`config.mk`:
```
export PLATFORM = sky130hd
export DESIGN_NAME = fiber_block_streamer
export DESIGN_NICKNAME = d
export VERILOG_FILES = /design/src/rtl/fiber_block_streamer.sv
export SDC_FILE = /design/constraint.sdc
export NUM_CORES = 1
export LEC_CHECK = 0
export ABC_CLOCK_PERIOD_IN_PS = 5300
export CORE_MARGIN = 2
export CORE_UTILIZATION = 23
export DETAILED_ROUTE_END_ITERATION = 8
export SLEW_MARGIN = 0
export SYNTH_ARGS = -nofsm -noshare
export SYNTH_HDL_FRONTEND = slang
export SYNTH_SLANG_ARGS = --single-unit
```
`constraint.sdc`:
```
create_clock -name clk -period 5.3 [get_ports clk]
set_input_delay 0.53 -clock clk [delete_from_list [all_inputs] [get_ports clk]]
set_output_delay 0.53 -clock clk [all_outputs]
set_load 0.02 [all_outputs]
```
`src/rtl/fiber_block_streamer.sv`:
```
// Block-write stream transmitter: reads length-prefixed blocks from memory and emits
// header, data and a done token. Optional stall counter under FIBER_BLOCK_STREAMER_PERF_EN.
module fiber_block_streamer #(
  parameter int unsigned ADDR_W     = 9,
  parameter int unsigned DATA_W     = 16,
  parameter int unsigned FIFO_DEPTH = 2
) (
  input  logic              clk,
  input  logic              rst_n,
  input  logic              clk_en,
  input  logic              flush,
  input  logic              start,
  input  logic [ADDR_W-1:0] cfg_base_addr,
  input  logic [15:0]       cfg_num_blocks,
  output logic [ADDR_W-1:0] mem_addr,
  output logic              mem_ren,
  input  logic [DATA_W-1:0] mem_rdata,
  output logic [DATA_W:0]   blk_out,
  output logic              blk_out_valid,
  input  logic              blk_out_ready,
  output logic              busy,
  output logic              done
`ifdef FIBER_BLOCK_STREAMER_PERF_EN
  ,
  output logic [31:0]       stall_cycles
`endif
);

  localparam int unsigned PtrW = (FIFO_DEPTH > 1) ? $clog2(FIFO_DEPTH) : 1;
  localparam int unsigned CntW = $clog2(FIFO_DEPTH + 1);
  localparam logic [DATA_W:0] DoneTok = {1'b1, DATA_W'(16'h0100)};

  typedef enum logic [2:0] {
    StIdle, StHdrRd, StHdrWait, StBody, StDoneTok, StDrain, StFinish
  } state_e;

  state_e              state_q;
  logic [ADDR_W-1:0]   addr_q;
  logic [15:0]         blocks_q;
  logic [DATA_W-1:0]   words_q;
  logic                ren_q;
  logic                hold_v_q;
  logic [DATA_W-1:0]   hold_q;
  logic [DATA_W:0]     fifo_q [FIFO_DEPTH];
  logic [PtrW-1:0]     wr_ptr_q, rd_ptr_q;
  logic [CntW-1:0]     count_q;

  logic                pop, inflight, credit, rd_push, tok_push, push, start_ok;
  logic [CntW:0]       occ_eff;
  logic [DATA_W-1:0]   rd_data;
  logic [DATA_W:0]     push_word;

  assign blk_out_valid = (count_q != '0);
  assign blk_out       = fifo_q[rd_ptr_q];
  assign pop           = clk_en & blk_out_valid & blk_out_ready;

  // A read is in flight either on the memory bus or parked in hold_q while clk_en was low.
  assign inflight = ren_q | hold_v_q;
  assign occ_eff  = {1'b0, count_q} + {{CntW{1'b0}}, inflight} - {{CntW{1'b0}}, pop};
  assign credit   = occ_eff < (CntW + 1)'(FIFO_DEPTH);

  assign mem_ren  = clk_en & credit & ((state_q == StHdrRd) | (state_q == StBody));
  assign mem_addr = addr_q;

  assign rd_data   = hold_v_q ? hold_q : mem_rdata;
  assign rd_push   = clk_en & inflight;
  assign tok_push  = clk_en & (state_q == StDoneTok) & ~inflight & credit;
  assign push      = rd_push | tok_push;
  assign push_word = rd_push ? {1'b0, rd_data} : DoneTok;

  assign start_ok = clk_en & start & ((state_q == StIdle) | (state_q == StFinish));
  assign busy     = (state_q != StIdle) & (state_q != StFinish);
  assign done     = (state_q == StFinish);

  always_ff @(posedge clk or negedge rst_n) begin
    if (!rst_n) begin
      state_q  <= StIdle;
      addr_q   <= '0;
      blocks_q <= '0;
      words_q  <= '0;
      ren_q    <= 1'b0;
      hold_v_q <= 1'b0;
      hold_q   <= '0;
    end else if (flush) begin
      state_q  <= StIdle;
      ren_q    <= 1'b0;
      hold_v_q <= 1'b0;
    end else begin
      ren_q <= mem_ren;
      if (clk_en) begin
        hold_v_q <= 1'b0;
      end else if (ren_q) begin
        hold_v_q <= 1'b1;
        hold_q   <= mem_rdata;
      end
      if (clk_en) begin
        if (mem_ren) addr_q <= addr_q + 1'b1;
        unique case (state_q)
          StIdle, StFinish: begin
            if (start) begin
              addr_q   <= cfg_base_addr;
              blocks_q <= cfg_num_blocks;
              state_q  <= (cfg_num_blocks == 16'd0) ? StDoneTok : StHdrRd;
            end
          end
          StHdrRd: if (mem_ren) state_q <= StHdrWait;
          StHdrWait: begin
            if (rd_push) begin
              if (rd_data == '0) begin
                blocks_q <= blocks_q - 16'd1;
                state_q  <= (blocks_q > 16'd1) ? StHdrRd : StDoneTok;
              end else begin
                words_q <= rd_data;
                state_q <= StBody;
              end
            end
          end
          StBody: begin
            if (mem_ren) begin
              words_q <= words_q - 1'b1;
              if (words_q == DATA_W'(1)) begin
                blocks_q <= blocks_q - 16'd1;
                state_q  <= (blocks_q > 16'd1) ? StHdrRd : StDoneTok;
              end
            end
          end
          StDoneTok: if (tok_push) state_q <= StDrain;
          StDrain:   if (!blk_out_valid) state_q <= StFinish;
          default:   state_q <= StIdle;
        endcase
      end
    end
  end

  always_ff @(posedge clk or negedge rst_n) begin
    if (!rst_n) begin
      for (int i = 0; i < FIFO_DEPTH; i++) fifo_q[i] <= '0;
      wr_ptr_q <= '0;
      rd_ptr_q <= '0;
      count_q  <= '0;
    end else if (flush) begin
      wr_ptr_q <= '0;
      rd_ptr_q <= '0;
      count_q  <= '0;
    end else if (clk_en) begin
      if (push) begin
        fifo_q[wr_ptr_q] <= push_word;
        wr_ptr_q <= (wr_ptr_q == PtrW'(FIFO_DEPTH - 1)) ? '0 : wr_ptr_q + 1'b1;
      end
      if (pop) begin
        rd_ptr_q <= (rd_ptr_q == PtrW'(FIFO_DEPTH - 1)) ? '0 : rd_ptr_q + 1'b1;
      end
      count_q <= count_q + CntW'(push) - CntW'(pop);
    end
  end

`ifdef FIBER_BLOCK_STREAMER_PERF_EN
  logic [31:0] stall_q;

  always_ff @(posedge clk or negedge rst_n) begin
    if (!rst_n) begin
      stall_q <= '0;
    end else if (flush || start_ok) begin
      stall_q <= '0;
    end else if (clk_en && blk_out_valid && !blk_out_ready && (stall_q != '1)) begin
      stall_q <= stall_q + 32'd1;
    end
  end

  assign stall_cycles = stall_q;
`endif

endmodule

```
; Word-level counts from Yosys, hierarchy flattened
; Index checks and enable logic that the tools add are counted.
[totals]
latchBits = 0
rom_bits = 0
inputBits = 47
mem_count = 0
register_bits = 100
ram_bits = 0
out_inout_bits = 30
[op_classes]
shift = 0
n_div = 0
reduce_logical = 21
eq_ne = 21
n_mux = 48
bitwise_logic = 17
add_sub_neg = 9
n_mul = 0
order_cmp = 5
[op_table]
columns = op, count
row1 = 2-to-1 mux 16 bit, 9
row2 = 2-to-1 mux 17 bit, 5
row3 = one-hot mux 16 bit (3 select lines), 1
row4 = 2-to-1 mux 3 bit, 12
row5 = bitwise mux 34 bit, 1
row6 = logical NOT 16 bit, 2
row7 = one-hot mux 16 bit (2 select lines), 1
row8 = subtractor 16 x 1 -> 16 bit (second input constant), 2
row9 = 2-to-1 mux 9 bit, 3
row10 = inequality test 3 bit (second input constant), 7
row11 = one-hot mux 3 bit (6 select lines), 1
row12 = demux 17 bit (select 1 bit), 1
row13 = == test 16 x 1 -> 1 bit (second input constant), 1
row14 = greater-than comparator 16 x 1 -> 1 bit (second input constant), 1
row15 = AND reduction 8 bit, 2
row16 = 2-to-1 mux 1 bit, 12
row17 = inequality test 2 bit (second input constant), 5
row18 = nonzero test 2 bit, 5
row19 = adder 9 x 1 -> 9 bit (second input constant), 1
row20 = AND 1 bit, 9
row21 = == test 3 bit (second input constant), 3
row22 = nonzero test 3 bit, 3
row23 = == test 3 x 2 -> 1 bit (second input constant), 2
row24 = AND reduction 2 bit, 3
row25 = other kinds (20), 29

; Logic depth before layout (Yosys ltp)
; Gate-level depths: netlist (run 1).
[logic_depth]
ltp_word = 11
depth_mapped = 15

; Worst setup path before layout (run 1)
; No wires, ideal clock.
[synth_timing]
path_type = reg-to-reg
start = reg count_q[1]
end = reg blocks_q[11]
path_buffers = 1
arrival_time_ps = 3262
setup_ps = 129
t_required_ps = 5171
slack_ps = 1909
stages_incl_launch_ff = 13
cell_sequence = dfrtp_1 > or2_2 > and3_1 > ha_1 > nand2b_1 > fa_1 > nand2_1 > or4_1 > a31oi_1 > o211ai_1 > buf_2 > o21ai_0 > o21ai_0
[synth_via]
elab_chain_len = 9
[synth_lines]
columns = item, line
row1 = from (decl), 46  ; logic [CntW-1:0] count_q;
row2 = from (signal assigned), 153  ; count_q <= count_q + CntW'(push) - CntW'(pop);
row3 = nonzero test 2 bit, 53  ; assign blk_out_valid = (count_q != '0);
row4 = net blk_out_valid, 19  ; output logic blk_out_valid,
row5 = AND 1 bit (2 in a row), 55  ; assign pop = clk_en & blk_out_valid & blk_out_ready;
row6 = subtractor 3 x 1 -> 3 bit, 59  ; assign occ_eff = {1'b0, count_q} + {{CntW{1'b0}}, inflight} - {{CntW{1'b0}}, pop};
row7 = less-than comparator 3 x 2 -> 1 bit, 60  ; assign credit = occ_eff < (CntW + 1)'(FIFO_DEPTH);
row8 = AND 1 bit (2 in a row), 62  ; assign mem_ren = clk_en & credit & ((state_q == StHdrRd) | (state_q == StBody));
row9 = inequality test 2 bit (no line), --
row10 = AND reduction 8 bit (no line), --
row11 = to (signal assigned), 102  ; blocks_q <= cfg_num_blocks;
row12 = to (signal assigned), 110  ; blocks_q <= blocks_q - 16'd1;
row13 = to (signal assigned), 122  ; blocks_q <= blocks_q - 16'd1;
row14 = to (decl), 39  ; logic [15:0] blocks_q;
; The timed path passes the listed nets, and every way through them passes these cells.
; A chain may end at the register's enable or synchronous reset.

; Worst setup path after layout (run 1)
[layout_timing]
start = reg count_q[1]
end = out mem_ren
[layout_via]
elab_chain_len = 7
[layout_lines]
columns = item, line
row1 = nonzero test 2 bit, 53
row2 = AND 1 bit (2 in a row), 55
row3 = subtractor 3 x 1 -> 3 bit (*), 59
row4 = less-than comparator 3 x 2 -> 1 bit (*), 60
row5 = AND 1 bit (*) (2 in a row), 62
row6 = to (decl), 16  ; output logic mem_ren,
; Mark *: on every way between the ends. The rest lies on a longest branch, timed or not.

==> results.md, run 1 <==
- Final Hold Vio Count: 0
- H-tree lvl count: 3
- Setup TNS: 0 ns
- Top FF cell, synth: dfrtp_1
- Clk_lat worst skew: 0.35 ns
- Adder-Cell Fraction of Synth Area: about 2.1%
- Setup crit end kind: output port
- Layout cells sized above 1: 11.04%
- WL/cell: 15.64 um
- Post-synthesis cell count: 609
- DPL Wire Length: 10.94 mm
- Setup-failing EPs final: 0
- Worst-Margin Slew: 1.030 ns
- Max Clock Freq: ~240 MHz
- Root buf cell: clkbuf_16
- Via density: 4.817
- Clock sinks: 100
- Clock skew: 0.01278 ns
- Placed instance count: 978
- RSZ-0062 raised after global routing: no
- Vias in the first global route: ~4600
- Crit start category: flip-flop
- Simple-gate share of the synthesized area: 18.84%
- Post-route DRC: 0
- First-pass GRT wire length: 25.12 mm
- Most frequent cell after synthesis: dfrtp_1
- Grt total ovfl: 0
- Peak supply drop: around 0.15 mV
- Status: complete, no violations
- Drt pass-1 iters: 4
- Post-CTS Setup Inserts: 0
- Core area: around 24000 um^2
- Largest net degree at the start of global routing: 61
- CTS tree: done
- Number of max-cap violations: 0
- EDFF count, synth: 0
- I/O pin total: 77
- Post-synth top area cell: dfrtp_1
- Std cell rows: 57
- Routability Congestion: 0.7935
- Compound-gate portion of the synthesized area: roughly 20%
- Crit Path Max Fanout: 6
- Hold-fix buffers, CTS: 0
- Hold crit path type: primary input to asynchronous set/reset pin
- Layout area overhead: 24.07%
- Slew headroom: 31.04%
- Critical Setup Path Class: flip-flop to output port
- Minimum clock period after layout: 4.116 ns
- Initial antenna violation count: 0
- # port buffers: 76
- Drt total wl: 15.54 mm
- Post-Synthesis Cell Area: roughly 5600 um^2
- Post-route clock period utilization: 77.67%
- Max Buffers Root-to-Sink: 2
- Post-CTS sizing: 0
- Top-area cell type share of the netlist area: 44.74%
- Die H: 159.9 um
- Max-slew violations: 0
- Synth cell types: 61
- XOR/XNOR Fraction of Synth Area: 0.7830%
- Clk slew on worst S/H paths: 0.07 ns
- DRT iter0 DRCs: approximately 320
- Worst EP required: roughly 4.8 ns
- Nets@finish: just over 700
- Syn. warnings: 0
- Most frequent cells after synthesis: 100 x dfrtp_1, 68 x nand2_1, 60 x o21ai_0
- Sequential share of the synthesized area: 44.74%
- Ant. Diodes: 0
- Largest family of logic cells by synthesized area: compound AO/OA/AOI/OAI gates
- Detail Route Antenna Nets: 0
- Initial Utilization: between 20% and 30%
- Inserted Clock Buffers: 9
- Critical path arrival: approximately 3.6 ns
- DR vias: around 4800
- Post-synthesis register bit count: 100
- Total Routing Usage GR: 12.25%
- Synthesized net count: 665
- Multiplexer area fraction after synthesis: 9.687%
- Leading post-synthesis cells by cell area: dfrtp_1 45%, mux2_2 6.6%, o21ai_0 5.4%
- Leakage: 2.780 nW
- Die W: 159.9 um
- Power Density: 327.8 nW/um^2
- Die ar.: 25580 um^2
- Final Non-Filler Cells: between 900 and 1000
- Synth async-reset ratio: 100.0%
- Synth Area per Inst: roughly 9.2 um^2
-- through the flow --
stage	utilization [%]	hold slack (ns)	setup WS, ns	cell area, um^2	power [mW]
floorplan	-	0.2344	1.909	5593	1.362
global placement	27.54	0.4554	1.181	6639	1.618
detailed placement	27.54	0.4620	1.106	6639	1.631
CTS	28.79	0.2912	1.143	6939	2.302
global route	28.79	0.3407	1.013	6939	2.413
finish	28.79	0.2630	1.184	6939	2.274
-- path summary, 6_finish.rpt --
| path | from | to | cells after the start | slack [ns] |
|---|---|---|---|---|
| max in group asynchronous | rst_n | blocks_q[13]$_DFFE_PN0P_ | 2 | 3.96 |
| setup reg to reg | count_q[1]$_DFFE_PN0N_ | blocks_q[13]$_DFFE_PN0P_ | 11 | 1.44 |
| min in group clk | fifo_q[5]$_DFFE_PN0P_ | fifo_q[5]$_DFFE_PN0P_ | 2 | 0.48 |
| hold reg to reg | fifo_q[5]$_DFFE_PN0P_ | fifo_q[5]$_DFFE_PN0P_ | 2 | 0.48 |
| setup / recovery | count_q[1]$_DFFE_PN0N_ | mem_ren | 9 | 1.18 |
| hold / removal | rst_n | fifo_q[10]$_DFFE_PN0P_ | 1 | 0.26 |
-- layout make-up --
cell class / instances / area, um^2
Multi-Input combinational cell: 456 / 2864
Clock inverter: 5 / 47.55
Fill cell: 2612 / 17170
Clock buffer: 11 / 252.7
Timing Repair Buffer: 83 / 810.8
Sequential cell: 100 / 2502
Inverter: 15 / 56.30
Tap cell: 324 / 405.4
-- registers in the layout (all words and copies together) (netlist names) --
name	count
words_q	16
ren_q	1
fifo_q	34
count_q	2
hold_q	16
blocks_q	16
mem_addr	9
wr_ptr_q	1
state_q	3
rd_ptr_q	1
hold_v_q	1
-- worst max-delay path: stages, from the launching register on --
cell and delay (ns):
dfrtp_1 0.45, or2_2 0.33, and3_1 0.23, ha_1 0.29
nand2b_1 0.15, fa_1 0.48, nand2_1 0.10, or3_1 0.46
inv_2 0.13, clkdlybuf4s50_1 0.62
-- layer usage --
metal	GRT usage [%]	routed length, um
met1	17.83	7782
met2	18.56	6771
met3	2.701	816
met4	2.744	172
met5	0	0
-- cells by family (layout without fill, tap and decap cells) --
group / count (synthesis) / count (layout)
mux: 50 / 50
fa+ha+maj: 9 / 9
compound gates: 177 / 177
xor+xnor: 5 / 5
buf+inv: 53 / 114
simple gates: 215 / 215
flops: 100 / 100
-- cells in the final DEF (no fill, tap or decap), drive strengths merged, types with 5 or more instances in the layout --
| cell type | Yosys | routed |
|---|---|---|
| nor2 | 56 | 56 |
| a22o | 8 | 8 |
| ha | 8 | 8 |
| a31oi | 5 | 5 |
| or4 | 6 | 6 |
| or3 | 7 | 7 |
| inv | 15 | 15 |
| nand4 | 6 | 6 |
| nand3 | 9 | 9 |
| nor3b | 5 | 5 |
| nor4 | 14 | 14 |
| o21ai | 63 | 63 |
| clkinv | 0 | 5 |
| clkdlybuf4s50 | 0 | 75 |
| buf | 15 | 8 |
| mux2 | 33 | 33 |
| nor3 | 20 | 20 |
| nand2b | 5 | 5 |
| a21oi | 42 | 42 |
| and3 | 5 | 5 |
| o22ai | 9 | 9 |
| nand2 | 68 | 68 |
| mux2i | 17 | 17 |
| dfrtp | 100 | 100 |
| o31ai | 16 | 16 |
| clkbuf | 23 | 11 |
-- report_power, final --
group	leakage, nW	switching [mW]	internal (mW)
logic	1.35	0.306	0.291
registers	1.28	0.121	0.897
clock network	0.148	0.308	0.350
total	2.78	0.736	1.54
No activity file was read; power rests on OpenSTA's default activity.
==> inputs of run 2 (changes only) <==
Settings changed: ABC_CLOCK_PERIOD_IN_PS 5300 to 4100.
Clock period 5.3 ns to 4.1 ns, I/O delays scaled along.
==> run 2 against run 1 <==
  * Critical path depth rose by 2
  * Via count shrank 0.56%
  * Largest power group unchanged
  * Final cell count increased by 0.40%
  * Largest cell class unchanged
  * First-iteration DRC count shrank 12%
==> results.md, run 2 (synthesis results as in run 1) <==
- Top reg by flops: fifo_q
- DRT iter0 DRCs: 278 (-12%)
- Slew headroom: 32.15% (+1.1 points)
- Die H: 159.9 um (unchanged)
- Number of max-cap violations: 0 (unchanged)
- Grt total ovfl: 0 (unchanged)
- Vias in the first global route: 4696 (+2.1%)
- Most frequent cells in the layout: 100 x dfrtp_1, 74 x clkdlybuf4s50_1, 68 x nand2_1
- Clock skew: 0.008142 ns (-0.004637 ns)
- Post-CTS Setup Inserts: 0 (unchanged)
- Post-route clock period utilization: 92.65%
- Clk slew on worst S/H paths: 0.08 ns (about the same)
- Routability Congestion: 0.8063 (+1.6%)
- RSZ-0062 raised after global routing: no
- Max FFs per register: 34 (unchanged)
- Area after DPL: 6669 um^2 (+0.45%)
- Post-route setup slack: 0.3015 ns (-0.8820 ns)
- Layout cells sized above 1: 11.57% (+0.53 points)
- R2r worst-path depth: 11 (unchanged)
- Power Density: 430.3 nW/um^2 (+31%)
- DPL Wire Length: 10.99 mm (+0.45%)
- Setup-failing EPs final: 0 (unchanged)
- Ant. Diodes: 0 (unchanged)
- Layout area overhead: 24.94%
- Detail Route Antenna Nets: 0 (unchanged)
- CTS tree: done
- CP max stage delay: 0.52 ns (-0.10 ns)
- Status: complete, no violations
- WL/cell: 15.60 um (-0.21%)
- Drt pass-1 iters: 7 (+3)
- Nets@finish: 725 (+0.55%)
- Die W: 159.9 um (unchanged)
- Worst EP required: 4.29 ns (-0.48 ns)
- Hold crit path type: primary input to asynchronous set/reset pin
- Filler cell count: 2580 (-1.2%)
- Clk_lat worst skew: 0.35 ns (about the same)
- Critical path's most frequent cell: o21ai_0
- Root buf cell: clkbuf_16
- Leakage: 2.820 nW (+1.5%)
- DR vias: 4761 (-0.56%)
- Setup WS pre-CTS: 0.2365 ns (-0.8699 ns)
- Hold-fix buffers, CTS: 0 (unchanged)
- Core area: 24110 um^2 (unchanged)
- Crit start category: flip-flop
- Commonest non-fill, non-tap cell in the layout: dfrtp_1
- Crit Path Max Fanout: 14 (+8)
- Slowest CP cell: or4_1
- Via density: 4.771 (-0.96%)
- Setup TNS: 0 ns (unchanged)
- CP Cell Sequence: or2_2 -> and3_1 -> ha_1 -> nand2b_1 -> fa_1 -> nand2_1 -> or4_1 -> a31oi_1 -> o211ai_1 -> o21ai_0 -> o21ai_0
- H-tree lvl count: 3 (unchanged)
- Largest net degree at the start of global routing: 77 (+26%)
- Worst-Margin Slew: 1.018 ns (-0.01208 ns)
- Drt total wl: 15.57 mm (+0.19%)
- Design area: 6988 um^2 (+0.70%)
- Std cell rows: 57 (unchanged)
- Minimum clock period after layout: 3.798 ns
- Inserted Clock Buffers: 9 (unchanged)
- Initial antenna violation count: 0 (unchanged)
- Initial Utilization: 23.20% (unchanged)
- Critical path arrival: 3.99 ns (+0.40 ns)
- Post-route DRC: 0 (unchanged)
- I/O pin total: 77 (unchanged)
- Peak supply drop: 0.2014 mV (+38%)
- Critical Setup Path Class: flip-flop to flip-flop
- Final Hold Vio Count: 0 (unchanged)
- Final Core Density: 28.99% (+0.20 points)
- Max Clock Freq: 263.3 MHz
- Clock sinks: 100 (unchanged)
- Max Buffers Root-to-Sink: 2 (unchanged)
- # port buffers: 76 (unchanged)
- Max-slew violations: 0 (unchanged)
- Die ar.: 25580 um^2 (unchanged)
- First-pass GRT wire length: 25.70 mm (+2.3%)
- Setup crit end kind: flip-flop
- Total Routing Usage GR: 12.40% (+0.15 points)
==> run 2: cell count changes in the layout (fill, tap and decap cells not counted) <==
cell	delta
clkdlybuf4s50_1	-1
inv_8	+1
clkinvlp_4	+1
inv_6	+3
buf_4	+4
clkinv_4	-3
clkinv_2	-1
clkbuf_8	-2
dlymetal6s2s_1	+1
bufinv_16	+1
==> run 2: per-stage QoR <==
stage | hold WS, ns | cells | power (mW)
global route | 0.2918 | 998 | 3.175
CTS | 0.2655 | 998 | 3.042
floorplan | 0.1144 | 609 | 1.761
global placement | 0.4562 | 982 | 2.096
finish | 0.2144 | 998 | 3.007
detailed placement | 0.4603 | 982 | 2.112
==> run 2: path summary, 6_finish.rpt <==
path                                         from                       end  slack, ns
max                        count_q[1]$_DFFE_PN0N_  blocks_q[11]$_DFFE_PN0P_       0.30
min                                         rst_n    fifo_q[26]$_DFFE_PN0P_       0.21
max reg2reg                count_q[1]$_DFFE_PN0N_  blocks_q[11]$_DFFE_PN0P_       0.30
min reg2reg                fifo_q[13]$_DFFE_PN0P_    fifo_q[13]$_DFFE_PN0P_       0.48
max in group asynchronous                   rst_n  blocks_q[13]$_DFFE_PN0P_       2.91
min in group clk           fifo_q[13]$_DFFE_PN0P_    fifo_q[13]$_DFFE_PN0P_       0.48
==> run 2: per-layer routing <==
| layer | global-route usage [%] | vias up | routed length (um) |
|---|---|---|---|
| met3 | 2.675 | 11 | 678 |
| li1 | - | 2337 | - |
| met1 | 17.65 | 2307 | 7828 |
| met5 | 0 | - | 0 |
| met4 | 2.621 | 0 | 154 |
| met2 | 19.38 | 106 | 6911 |
==> run 2: layout make-up <==
cell class	instances	area, um^2	share of cell area [%]
Clock inverter	7	91.34	1.307
Inverter	15	56.30	0.8057
Multi-Input combinational cell	456	2864	40.98
Timing Repair Buffer	87	843.3	12.07
Tap cell	324	405.4	5.801
Sequential cell	100	2502	35.81
Clock buffer	9	225.2	3.223
==> run 2: where the power goes <==
part | internal [mW] | switching (mW)
Clock | 0.490 | 0.428
Sequential | 1.16 | 0.157
Combinational | 0.378 | 0.393
Total | 2.03 | 0.978
==> run 2: what timing repair did <==
action	in CTS	in global routing
endpoints found under the setup margin	0	1
gates resized for setup	0	1
hold endpoints to repair	0	0
==> run 2: critical path, delay by kind of cell (launching register included) <==
kind / cells / cell delay (ns)
AND/OR/NAND/NOR: 5 / 1.33
flip-flops: 1 / 0.44
adder cells (fa/ha/maj): 2 / 0.77
AO/OA/AOI/OAI: 4 / 1.10
==> inputs of run 3 (changes only) <==
--- a/config.mk
+++ b/config.mk
@@ -11,2 +11,3 @@
 export DETAILED_ROUTE_END_ITERATION = 8
+export MAX_ROUTING_LAYER = met4
 export SLEW_MARGIN = 0
==> constraint.sdc (replaced) <==
create_clock -name clk -period 4.1 [get_ports clk]
set_input_delay 1.025 -clock clk [delete_from_list [all_inputs] [get_ports clk]]
set_output_delay 1.025 -clock clk [all_outputs]
set_load 0.02 [all_outputs]
==> run 3 against run 2 <==
  * Flip-flop and latch count did not move
  * First-iteration DRC count rose by 28%
  * Critical path depth fell by 2
  * Global-route usage rose by 0.49 points
  * Power fell by 1.4%
  * Die area did not move
  * Routed wire length barely moved
  * Via count rose by 2.1%
  * Sequential share of layout area fell by 1.1 points
  * Count of clock-buffer cells in the layout did not move
  * Sequential power barely moved
  * Worst setup slack got worse by 0.16 ns
  * Critical path type is now primary input to output port
  * Critical endpoint is now mem_ren
  * Highest routed layer unchanged
==> results.md, run 3 (synthesis results as in run 1) <==
- Internal: 1.979 mW (-2.4%)
- Placed instance count: 1001 (+1.9%)
- Hold_sp: fifo_q[13]$_DFFE_PN0P_
- Worst-Margin Slew: 0.9358 ns (-0.08196 ns)
- Reg-to-Reg Start: count_q[0]$_DFFE_PN0N_
- CTS tree: done
- Clock sinks: 100 (unchanged)
- Setup-failing EPs final: 0 (unchanged)
- Core area: 24110 um^2 (unchanged)
- Peak supply drop: 0.1985 mV (-1.4%)
- Filler cell count: 2591 (+0.43%)
- Slowest CP cell: fa_2
- Flop pwr share: 44.3% (+0.5 points)
- Setup crit end kind: output port
- Drt total wl: 15.57 mm (about the same)
- Total Routing Usage GR: 12.89% (+0.49 points)
- Minimum clock period after layout: 3.960 ns (+0.1613 ns)
- RSZ-0062 raised after global routing: no
- Design area: 7204 um^2 (+3.1%)
- Die W: 159.9 um (unchanged)
- Max Clock Freq: 252.5 MHz (-4.1%)
- Post-route clock period utilization: 96.58% (+3.9 points)
- Logic pwr share: 26.3% (+0.6 points)
- Post-route setup slack: 0.1402 ns (-0.1613 ns)
- Slew headroom: 37.61% (+5.5 points)
- Most frequent cells in the layout: 100 x dfrtp_1, 72 x clkdlybuf4s50_1, 67 x nand2_1
- Largest net degree at the start of global routing: 64 (-17%)
- Final Hold Vio Count: 0 (unchanged)
- Reg-to-Reg End: blocks_q[6]$_DFFE_PN0P_
- Detail Route Antenna Nets: 0 (unchanged)
- Setup WS pre-CTS: -0.6307 ns (-0.8672 ns)
- CP max stage delay: 0.56 ns (+0.04 ns)
- Crit Path Max Fanout: 2 (-12)
- Max-slew violations: 0 (unchanged)
- Psw: 0.9850 mW (+0.67%)
- CP Cell Sequence: dlygate4sd2_1 -> and3_4 -> ha_4 -> nand2b_4 -> fa_2 -> nand2_2 -> or3_4 -> inv_2 -> buf_6
- Status: complete, no violations
- Layout area overhead: 28.81%
- WL/cell: 15.26 um (-2.2%)
- Worst Hold End: fifo_q[13]$_DFFE_PN0P_
- Post-route DRC: 0 (unchanged)
- I/O pin total: 77 (unchanged)
- Power Density: 411.4 nW/um^2 (-4.4%)
- Critical path arrival: 2.93 ns (-1.06 ns)
- Grt total ovfl: 0 (unchanged)
- Clock Power Share: 29.4% (-1.1 points)
- DR vias: 4860 (+2.1%)
- # port buffers: 76 (unchanged)
- DPL Wire Length: 11.06 mm (+0.66%)
- Switching share of power: 33.23% (+0.69 points)
- R2r worst-path depth: 15 (+4)
- Nets@finish: 747 (+3.0%)
- DRT iter0 DRCs: 355 (+28%)
- Top reg by flops: fifo_q
- Worst EP required: 3.07 ns (-1.22 ns)
- Clock skew: 0.01471 ns (+0.006569 ns)
- Clk_lat worst skew: 0.35 ns (about the same)
- Initial antenna violation count: 0 (unchanged)
- Number of max-cap violations: 0 (unchanged)
- Final Non-Filler Cells: 1020 (+2.2%)
- Final Core Density: 29.89% (+0.90 points)
- H-tree lvl count: 3 (unchanged)
- Die ar.: 25580 um^2 (unchanged)
- Area after DPL: 6845 um^2 (+2.6%)
- Die H: 159.9 um (unchanged)
- Initial Utilization: 23.20% (unchanged)
- Root buf cell: clkbuf_16
- Hold crit path type: flip-flop to flip-flop
- Routability Congestion: 0.7916 (-1.8%)
- Ant. Diodes: 0 (unchanged)
- Inserted Clock Buffers: 9 (unchanged)
- Crit start category: primary input
- Clk slew on worst S/H paths: 0.08 ns (about the same)
- Vias in the first global route: 4840 (+3.1%)
- Worst R2R Setup Slack: 0.33 ns (+0.03 ns)
- Layout cells sized above 1: 15.23% (+3.7 points)
- Worst Hold Depth: 2
- First-pass GRT wire length: 25.97 mm (+1.0%)
- Std cell rows: 57 (unchanged)
- Max Buffers Root-to-Sink: 2 (unchanged)
- Max FFs per register: 34 (unchanged)
- Drt pass-1 iters: 5 (-2)
- Critical Setup Path Class: primary input to output port
- Commonest non-fill, non-tap cell in the layout: dfrtp_1
- Leakage: 2.932 nW (+4.0%)
- Via density: 4.765 (-0.12%)
run 3: final cells by class:
type	count	area, um^2	area share [%]
multi-input combinational	456	2895	40.19
sequential	100	2502	34.73
timing repair buffer	109	1042	14.47
tap	324	405.4	5.627
clock buffer	9	225.2	3.126
clock inverter	7	77.57	1.077
inverter	15	56.30	0.7815
run 3: per-layer routing:
layer  share of wire, %  track usage [%]
met5                  0                -
met4               0.72            2.539
met3                3.9            2.494
met2                 44            19.38
met1                 51            18.13
run 3: power by group through the flow:
stage	clock (mW)	combinational (mW)	sequential, mW
CTS	0.902	0.787	1.31
floorplan	0	0.442	1.32
finish	0.871	0.780	1.31
global placement	0	0.771	1.33
detailed placement	0	0.782	1.33
global route	0.935	0.868	1.35
run 3: timing repair:
| action | 4_1_cts | 5_1_grt |
|---|---|---|
| hold buffers | 0 | 0 |
| endpoints found under the hold margin | 0 | 0 |
| setup buffers | 3 | 0 |
| endpoints found under the setup margin | 1 | 0 |
| gates resized for setup | 14 | 0 |
run 3: per-stage QoR:
stage / total power, mW / setup TNS [ns] / hold WS (ns)
finish: 2.964 / 0 / 0.4777
global route: 3.149 / 0 / 0.5061
CTS: 3.002 / 0 / 0.4816
detailed placement: 2.112 / -2.805 / 0.4620
global placement: 2.097 / -1.838 / 0.4578
floorplan: 1.761 / 0 / 0.4429
run 3: how the worst max path moves through the flow:
stage            from                       end  slack, ns  cells past startpoint
2_1_floorplan  clk_en                   mem_ren       0.15                      8
3_3_place_gp   clk_en                   mem_ren      -0.60                      9
3_5_place_dp   clk_en                   mem_ren      -0.63                      9
4_1_cts        clk_en                   mem_ren       0.15                      9
5_1_grt        clk_en  blocks_q[12]$_DFFE_PN0P_       0.02                     15
6_report       clk_en                   mem_ren       0.14                      9
run 3: critical path: cells and delay by family:
kind,cells,cell delay [ns]
buffers and inverters,3,0.44
adder cells (fa/ha/maj),2,0.79
AND/OR/NAND/NOR,4,0.68
